$ cat src/rtl/cdb_pkg.sv
// Shared CDB types and default widths used by the ROB, rename, PRF and the CDB arbiter.
package cdb_pkg;
    localparam int CDB_NUM_REQ   = 4;
    localparam int CDB_ROB_TAG_W = 5;
    localparam int CDB_PREG_W    = 7;
    localparam int CDB_DATA_W    = 32;

    typedef struct packed {
        logic [CDB_ROB_TAG_W-1:0] rob_tag;
        logic [CDB_PREG_W-1:0]    pd;
        logic                     we;
        logic [CDB_DATA_W-1:0]    data;
    } cdb_packet_t;

    typedef enum logic [1:0] {
        GNT_NONE,
        GNT_STARVE,
        GNT_HIGH,
        GNT_RR
    } gnt_class_e;
endpackage

$ cat src/rtl/cdb_arbiter_rr_pick.sv
// Circular round-robin picker: first set request at or after ptr, wrapping to index 0.
module rr_pick #(
    parameter int N = 4
) (
    input  logic [N-1:0]                     req,
    input  logic [((N > 1) ? $clog2(N) : 1)-1:0] ptr,
    output logic [N-1:0]                     gnt,
    output logic                             any
);
    logic [N-1:0] masked;

    // Search the upper window first; fall back to the full vector for the wrap.
    always_comb begin
        masked = '0;
        for (int j = 0; j < N; j++) begin
            masked[j] = req[j] && (j >= int'(ptr));
        end
        if (|masked) begin
            gnt = masked & (~masked + N'(1));
        end else begin
            gnt = req & (~req + N'(1));
        end
        any = |req;
    end
endmodule

$ cat src/rtl/cdb_arbiter.sv
// CDB writeback arbiter: starved low-priority > high-priority > round-robin; winner registered onto the bus.
module cdb_arbiter
    import cdb_pkg::*;
#(
    parameter int                  NUM_REQ      = CDB_NUM_REQ,
    parameter int                  ROB_TAG_W    = CDB_ROB_TAG_W,
    parameter int                  PREG_W       = CDB_PREG_W,
    parameter int                  DATA_W       = CDB_DATA_W,
    parameter logic [NUM_REQ-1:0]  HI_PRI_MASK  = 4'b1000,
    parameter int                  STARVE_LIMIT = 8
) (
    input  logic                           clk,
    input  logic                           reset,
    input  logic                           flush,
    input  logic [NUM_REQ-1:0]             req_valid,
    output logic [NUM_REQ-1:0]             req_ready,
    input  logic [NUM_REQ*ROB_TAG_W-1:0]   req_rob_tag,
    input  logic [NUM_REQ*PREG_W-1:0]      req_pd,
    input  logic [NUM_REQ-1:0]             req_we,
    input  logic [NUM_REQ*DATA_W-1:0]      req_data,
    output logic                           cdb_valid,
    output logic [ROB_TAG_W-1:0]           cdb_rob_tag,
    output logic [PREG_W-1:0]              cdb_pd,
    output logic                           cdb_we,
    output logic [DATA_W-1:0]              cdb_data,
    output logic [$clog2(NUM_REQ)-1:0]     cdb_src
);
    localparam int SRC_W = $clog2(NUM_REQ);
    localparam int CNT_W = $clog2(STARVE_LIMIT + 1);

    logic [NUM_REQ-1:0] lo_valid, hi_valid, starved, rr_gnt, grant;
    logic               rr_any;
    gnt_class_e         gclass;

    logic [SRC_W-1:0]   ptr_q, ptr_d, src_q, src_d;
    logic [CNT_W-1:0]   cnt_q [NUM_REQ];
    logic [CNT_W-1:0]   cnt_d [NUM_REQ];
    cdb_packet_t        pkt_q, pkt_d;
    logic               cdb_valid_q, cdb_valid_d;

    assign lo_valid = req_valid & ~HI_PRI_MASK;
    assign hi_valid = req_valid & HI_PRI_MASK;

    always_comb begin
        starved = '0;
        for (int i = 0; i < NUM_REQ; i++) begin
            starved[i] = lo_valid[i] && (cnt_q[i] >= CNT_W'(STARVE_LIMIT));
        end
    end

    rr_pick #(.N(NUM_REQ)) u_rr_pick (
        .req (lo_valid),
        .ptr (ptr_q),
        .gnt (rr_gnt),
        .any (rr_any)
    );

    // v & -v isolates the lowest set bit, i.e. lowest-index winner.
    always_comb begin
        grant  = '0;
        gclass = GNT_NONE;
        if (reset && !flush) begin
            if (|starved) begin
                gclass = GNT_STARVE;
                grant  = starved & (~starved + NUM_REQ'(1));
            end else if (|hi_valid) begin
                gclass = GNT_HIGH;
                grant  = hi_valid & (~hi_valid + NUM_REQ'(1));
            end else if (rr_any) begin
                gclass = GNT_RR;
                grant  = rr_gnt;
            end
        end
    end

    assign req_ready = grant;

    always_comb begin
        pkt_d       = pkt_q;
        src_d       = src_q;
        cdb_valid_d = |grant;
        for (int i = 0; i < NUM_REQ; i++) begin
            if (grant[i]) begin
                src_d         = SRC_W'(i);
                pkt_d.rob_tag = req_rob_tag[i*ROB_TAG_W +: ROB_TAG_W];
                pkt_d.pd      = req_pd[i*PREG_W +: PREG_W];
                pkt_d.we      = req_we[i];
                pkt_d.data    = req_data[i*DATA_W +: DATA_W];
            end
        end

        ptr_d = ptr_q;
        if (gclass == GNT_RR) begin
            ptr_d = (src_d == SRC_W'(NUM_REQ - 1)) ? '0 : src_d + SRC_W'(1);
        end

        // High-priority units never accumulate wait credit.
        for (int i = 0; i < NUM_REQ; i++) begin
            if (flush || HI_PRI_MASK[i] || !req_valid[i] || grant[i]) begin
                cnt_d[i] = '0;
            end else if (cnt_q[i] < CNT_W'(STARVE_LIMIT)) begin
                cnt_d[i] = cnt_q[i] + CNT_W'(1);
            end else begin
                cnt_d[i] = cnt_q[i];
            end
        end
    end

    always_ff @(posedge clk) begin
        if (!reset) begin
            cdb_valid_q <= 1'b0;
            pkt_q       <= '0;
            src_q       <= '0;
            ptr_q       <= '0;
            cnt_q       <= '{default: '0};
        end else begin
            cdb_valid_q <= cdb_valid_d;
            pkt_q       <= pkt_d;
            src_q       <= src_d;
            ptr_q       <= ptr_d;
            cnt_q       <= cnt_d;
        end
    end

    assign cdb_valid   = cdb_valid_q;
    assign cdb_rob_tag = pkt_q.rob_tag;
    assign cdb_pd      = pkt_q.pd;
    assign cdb_we      = pkt_q.we;
    assign cdb_data    = pkt_q.data;
    assign cdb_src     = src_q;
endmodule
$ cat config.mk
export PLATFORM = sky130hd
export DESIGN_NAME = cdb_arbiter
export DESIGN_NICKNAME = d
export VERILOG_FILES = /design/src/rtl/cdb_pkg.sv /design/src/rtl/cdb_arbiter_rr_pick.sv /design/src/rtl/cdb_arbiter.sv
export SDC_FILE = /design/constraint.sdc
export NUM_CORES = 1
export LEC_CHECK = 0
export ABC_AREA = 1
export BUFFER_PORTS_ARGS = -buffer_cell sky130_fd_sc_hd__buf_2
export CAP_MARGIN = 20
export CELL_PAD_IN_SITES_DETAIL_PLACEMENT = 0
export CELL_PAD_IN_SITES_GLOBAL_PLACEMENT = 1
export CORE_MARGIN = 1.5
export CORE_UTILIZATION = 28
export DETAILED_ROUTE_END_ITERATION = 7
export PLACE_DENSITY_LB_ADDON = 0.25
export SLEW_MARGIN = 40
export SYNTH_ARGS = -nofsm -noshare
export SYNTH_HDL_FRONTEND = slang
export SYNTH_SLANG_ARGS = --single-unit
export TNS_END_PERCENT = 50
$ cat constraint.sdc
create_clock -name clk -period 1.8 [get_ports clk]
set_input_delay 0.27 -clock clk [delete_from_list [all_inputs] [get_ports clk]]
set_output_delay 0.27 -clock clk [all_outputs]
set_load 0.005 [all_outputs]
Yosys cells after proc, flatten, opt, wreduce, memory -nomap -nowiden --
Cells that the tools add are included.
Operators by class: add/sub/neg operators 8, $lt $le $gt $ge 9, equal/unequal tests 2, mux-type cells 18, bitwise operators 9, reductions and logical operators 25
Operators by type and width (count):
- 45-bit two-way mux | 4
- 4-bit by 1-bit adder with 4-bit output, second input constant | 7
- 4-bit two-way mux | 5
- 2-bit two-way mux | 9
- 3-bit by 4-bit AND with 4-bit output | 3
- 4-bit greater-or-equal comparator, second input constant | 3
- 4-bit < comparator, second input constant | 3
- 3-bit inverter with 4-bit output | 3
- 3-bit OR reduction | 3
- 1-bit logical AND | 7
- 1-bit logical OR | 6
- 2-bit OR reduction | 3
- 4-bit AND | 1
- 2-bit == test, second input constant | 2
- 1-bit by 2-bit greater-or-equal comparator with 1-bit output, first input constant | 2
- 1-bit logical NOT | 4
- 4-bit inverter | 1
- 4-bit nonzero test | 1
- 4-bit OR reduction | 1
- 2-bit by 1-bit adder with 2-bit output, second input constant | 1
- 2-bit greater-or-equal comparator, first input constant | 1
- 1-bit inverter | 1
Storage, ports and cells: register bits after elaboration 62, output and inout bits 52

Longest topological paths before layout --
depth in word-level cells 16, mapped depth 14, depth with buffers taken out 12

Cells and area by module --
Synthesis repeated with hierarchy kept, for this count alone.
Second synthesis, totals: cells, all modules 643, area, all modules 3998.8 µm²
Modules (own cells, without submodules):
- cdb_arbiter | times used 1, cells an instance 618, area each 3885.0 µm², seq. area each 1241.2 µm²
- rr_pick | times used 1, cells an instance 25, area each 113.9 µm², seq. area each 0.0 µm²

Worst setup path after synthesis --
Ideal clock, no wire load.
path kind flip-flop to flip-flop, from register ptr_q[1], to register pkt_q (netlist bit cdb_data[30]), arrival 1494 ps, required time 1683 ps, path slack 189 ps, stages on the path, launching flop included 14, period minus slack after synthesis 1611 ps, cell sequence dfxtp_1 -> nor2_2 -> nand2_1 -> inv_1 -> nor2_1 -> nand3_1 -> nand2_1 -> nand3_2 -> buf_6 -> clkbuf_2 -> o21ai_1 -> nor2_1 -> nor2_1 -> nor2_1
On the way: cells in the longest elaborated chain, start to end 13, elaborated cells on any way between the ends 19, those cells by class add/sub: 1; order compare: 3; mux: 8; bitwise: 2; reduce/logical: 5
RTL lines:
- start: declaration | RTL line cdb_arbiter.sv:35 | logic [SRC_W-1:0] ptr_q, ptr_d, src_q, src_d;
- start signal: assignment | RTL line cdb_arbiter.sv:120 | ptr_q <= ptr_d;
- 1-bit by 2-bit greater-or-equal comparator with 1-bit output | RTL line cdb_arbiter_rr_pick.sv:16 | masked[j] = req[j] && (j >= int'(ptr));
- 1-bit logical AND | RTL line cdb_arbiter_rr_pick.sv:16
- 3-bit inverter with 4-bit output | RTL line cdb_arbiter_rr_pick.sv:19 | gnt = masked & (~masked + N'(1));
- 4-bit by 1-bit adder with 4-bit output | RTL line cdb_arbiter_rr_pick.sv:19
- 3-bit by 4-bit AND with 4-bit output | RTL line cdb_arbiter_rr_pick.sv:19
- 4-bit two-way mux * | RTL line cdb_arbiter_rr_pick.sv:18 | if (|masked) begin
- 4-bit two-way mux * | RTL line cdb_arbiter.sv:69 | end else if (rr_any) begin
- 4-bit two-way mux * | RTL line cdb_arbiter.sv:66 | end else if (|hi_valid) begin
- 4-bit two-way mux * | RTL line cdb_arbiter.sv:63 | if (|starved) begin
- 4-bit two-way mux * | RTL line cdb_arbiter.sv:62 | if (reset && !flush) begin
- 45-bit two-way mux (3 in series) | RTL line cdb_arbiter.sv:83 | if (grant[i]) begin
- end signal: assignment | RTL line cdb_arbiter.sv:118 | pkt_q <= pkt_d;
- end: declaration | RTL line cdb_arbiter.sv:38 | cdb_packet_t pkt_q, pkt_d;
Every way passes the cells marked *; elsewhere a longest branch is shown, timed or not. A chain may end at the register's enable or synchronous reset.

Final worst setup path --
from register ptr_q[1], to output port req_ready[1]
On the way: cells in the longest elaborated chain, start to end 10, elaborated cells on any way between the ends 15, those cells by class add/sub: 1; order compare: 3; mux: 5; bitwise: 2; reduce/logical: 4
RTL lines:
- 1-bit by 2-bit greater-or-equal comparator with 1-bit output | RTL line cdb_arbiter_rr_pick.sv:16
- 1-bit logical AND | RTL line cdb_arbiter_rr_pick.sv:16
- 3-bit inverter with 4-bit output | RTL line cdb_arbiter_rr_pick.sv:19
- 4-bit by 1-bit adder with 4-bit output | RTL line cdb_arbiter_rr_pick.sv:19
- 3-bit by 4-bit AND with 4-bit output | RTL line cdb_arbiter_rr_pick.sv:19
- 4-bit two-way mux * | RTL line cdb_arbiter_rr_pick.sv:18
- 4-bit two-way mux * | RTL line cdb_arbiter.sv:69
- 4-bit two-way mux * | RTL line cdb_arbiter.sv:66
- 4-bit two-way mux * | RTL line cdb_arbiter.sv:63
- 4-bit two-way mux * | RTL line cdb_arbiter.sv:62
- end: declaration | RTL line cdb_arbiter.sv:16 | output logic [NUM_REQ-1:0] req_ready,
Marked as above.

==> out/metrics.yaml <==
clock_tree:
  h-tree-depth: 3
  cts_made_buffers: 9
  clkTransAtPathRegs_ns: 0.05
  tritoncts: "built"
  postCtsHoldBufs: 0
  cts.root.buffer_cell: "clkbuf_16"
  cts_sinks: 62
  clock_tree.buffer_depth: 2
  clock_latency_ns: 0.33
layout:
  syn_to_final_growth_pct: 58.4
  finish.net_count: 1176
  layout.cells.non_filler: 1170
  antenna_cells_inserted: 0
  layout_cell_share_with_drive_strength_beyond_1_pct: 37.9
  layout.core_utilization_pct: 45.2
  fill_cells: 1551
power:
  share_comb_of_total_power_pct: 26.0
  cellInternalPower_uw: 2980
  p_switching_uw: 1190
  pwr_density_nw_per_um2: 639
  part_of_the_power_in_registers_pct: 36.8
  worst_ir_drop_vdd_uv: 384
  power_switching_share_pct: 28.6
  leakagePower_uw: 0.00356
  clock_power_share_pct: 37.2
worst_setup_path:
  worst_setup_path_start_kind: "flop"
  worst_path_class_setup: "flop to output port"
  crit_fanout: 5
  crit_required_ns: 1.53
  setup.worst_path.end_class: "output port"
  cp_data_arrival_time_ns: 1.55
route:
  routed_wl_um: 15200
  route.detailed.drc: 0
  antenna_left: 0
  drt-vias-per-instance: 4.39
  routed-via-count: 5132
  first_pass_iters: 4
  drtIter0Drc: 195
  post_drt_wl_per_cell_um: 13.0
logic_synthesis:
  yosys-top-cells-area: "dfxtp_1 (30%), nand2_1 (16%), nor2_1 (13%), inv_1 (10%), o21ai_0 (8.1%)"
  ys_warn_count: 0
  yosys.cell_count.top_type: "nand2_1"
  mappedNetlistArea_um2: 4120
  post_synth.cell_area_avg_um2: 5.74
  postSynth.asyncResetShare_pct: 0
  synth_ff_type: "dfxtp_1"
  synth.distinct_cells: 26
  ys_top_cells_by_count: "nand2_1 (175), nor2_1 (145), inv_1 (110)"
  synth_nets: 911
  syn-instance-count: 718
  netlist.area_leader.share_pct: 30.1
  number_of_enable_flip_flop_cells_after_synthesis: 0
  synth.yosys.seq_area_share_pct: 30.1
  ys_ff_latch: 62
  synthDominantAreaCellType: "dfxtp_1"
timing:
  hold_viol_final: 0
  relSlewSlack_pct: 61.4
  layout_min_cycle_time_ns: 1.82
  slew_viol_final: 0
  final-setup-viol-count: 3
  final_critical_path_setup_slack_ns: -0.0230
  tightestPinTransition_ns: 0.579
  rsz0062_at_grt: "yes"
  finClkSkew_ns: 0.00557
  min_period_over_period_pct: 101
  fmaxAchievable_mhz: 549
placement:
  dp.final_hpwl_um: 10300
  placement.io_buffers: 238
  gp_routability_congestion: 0.801
  place_inst: 1135
global_routing:
  grt_overflow_total: 0
  largest_net_degree_at_the_start_of_global_routing: 47
  grt_first_pass_wirelength_um: 23200
  grtUsageTotal_pct: 18.6
  initial_antenna_violation_count: 0
  number_of_global_route_vias_before_repair: 4949
die:
  fp.coreArea_um2: 14400
  die_area_um2: 15500
  dieHeight_um: 124
  placementRows: 44
  initial_core_util_pct: 28.6
  top_level_ports: 239
  die_width_um: 124
run_status:
  violations: "setup timing"
  run_status: "finished, violations left"
hold_path:
  worstHoldPathType: "primary input to flop"
flow_run:
  cap_viol_max_count: 0
worst max-delay path: stages, from the launching register on:
cell,delay (ns)
dfxtp_4,0.36
nor2_4,0.12
nand2_2,0.07
nand4_1,0.08
nand3_1,0.10
nand2_2,0.10
nand3_4,0.11
buf_12,0.15
inv_2,0.03
buf_2,0.09
what timing repair did:
item | in CTS | in global routing
pin swaps | 8 | 26
gates resized for setup | 29 | 104
setup endpoints to repair | 17 | 51
buffers inserted | 10 | 5
gates cloned | 3 | 5
state kept, by name, indices dropped and copies added (netlist names):
signal,flops
cdb_rob_tag,5
cdb_valid,1
cdb_pd,7
cnt_q,12
cdb_src,2
cdb_data,32
cdb_we,1
ptr_q,2
power by group through the flow:
stage	clock network, µW	logic (µW)	registers (µW)
final	1550	1080	1530
after global routing	1670	1210	1550
after CTS	1610	976	1530
after detailed placement	0	908	1550
after global placement	0	913	1550
after floorplan	0	435	1570
logic make-up (layout without fill, tap and decap cells):
kind of cell / Yosys count / count (layout) / share of synthesized area, %
and+or+nand+nor: 391 / 391 / 38.7
buffers and inverters: 150 / 418 / 15.7
AOI/OAI and AO/OA: 108 / 108 / 13.5
DFF: 62 / 62 / 30.1
adders and majority gates: 6 / 6 / 1.82
xor gates and xnor gates: 1 / 1 / 0.213
path summary, 6_finish.rpt:
path	start	end	slack [ns]	cells past startpoint
setup / recovery	ptr_q[1]	req_ready[1]	-0.02	9
hold / removal	req_pd[22]	cdb_pd[1]	0.26	5
setup reg to reg	ptr_q[1]	cdb_data[10]	-0.01	11
hold reg to reg	cnt_q[6]	cnt_q[6]	0.48	2
cell type report:
cell class / count / area [µm²] / area share [%]
sequential: 62 / 1250 / 19.2
tap: 184 / 230 / 3.53
multi-input combinational: 506 / 2470 / 37.8
clock inverter: 2 / 10.0 / 0.153
inverter: 112 / 423 / 6.48
timing repair buffer: 292 / 1900 / 29.1
clock buffer: 12 / 246 / 3.78
cell usage in the layout, fill, tap and decap left out, drive strengths merged:
cell type and instances:
bufbuf 1, nor3 1, xor2 1, buf 286
a211oi 1, a21oi 16, nand2 177, nand3 57
clkinv 2, inv 112, nor2 150, or2 2
a21boi 1, dfxtp 62, clkbuf 17, ha 6
o21ai 90, nand4 4
per-layer routing:
layer / vias to the layer above / GRT usage [%] / wire length, µm
met4: 0 / 7.44 / 331
met3: 21 / 4.68 / 975
met2: 171 / 32.2 / 7100
li1: 2733 / - / -
met5: - / 0 / 0
met1: 2207 / 21.9 / 6830
metrics by stage:
step / setup slack, ns / total power (µW) / TNS, ns / hold slack (ns) / instance area (µm²)
floorplan: 0.189 / 2000 / 0 / 0.452 / 4120
global placement: -0.0486 / 2470 / -0.250 / 0.468 / 5680
detailed placement: -0.0646 / 2460 / -0.581 / 0.480 / 5680
CTS: -0.0689 / 4110 / -0.194 / 0.255 / 6220
global route: -0.125 / 4430 / -2.82 / 0.283 / 6530
finish: -0.0230 / 4170 / -0.0477 / 0.259 / 6530
No activity file was read; power rests on OpenSTA's default activity.
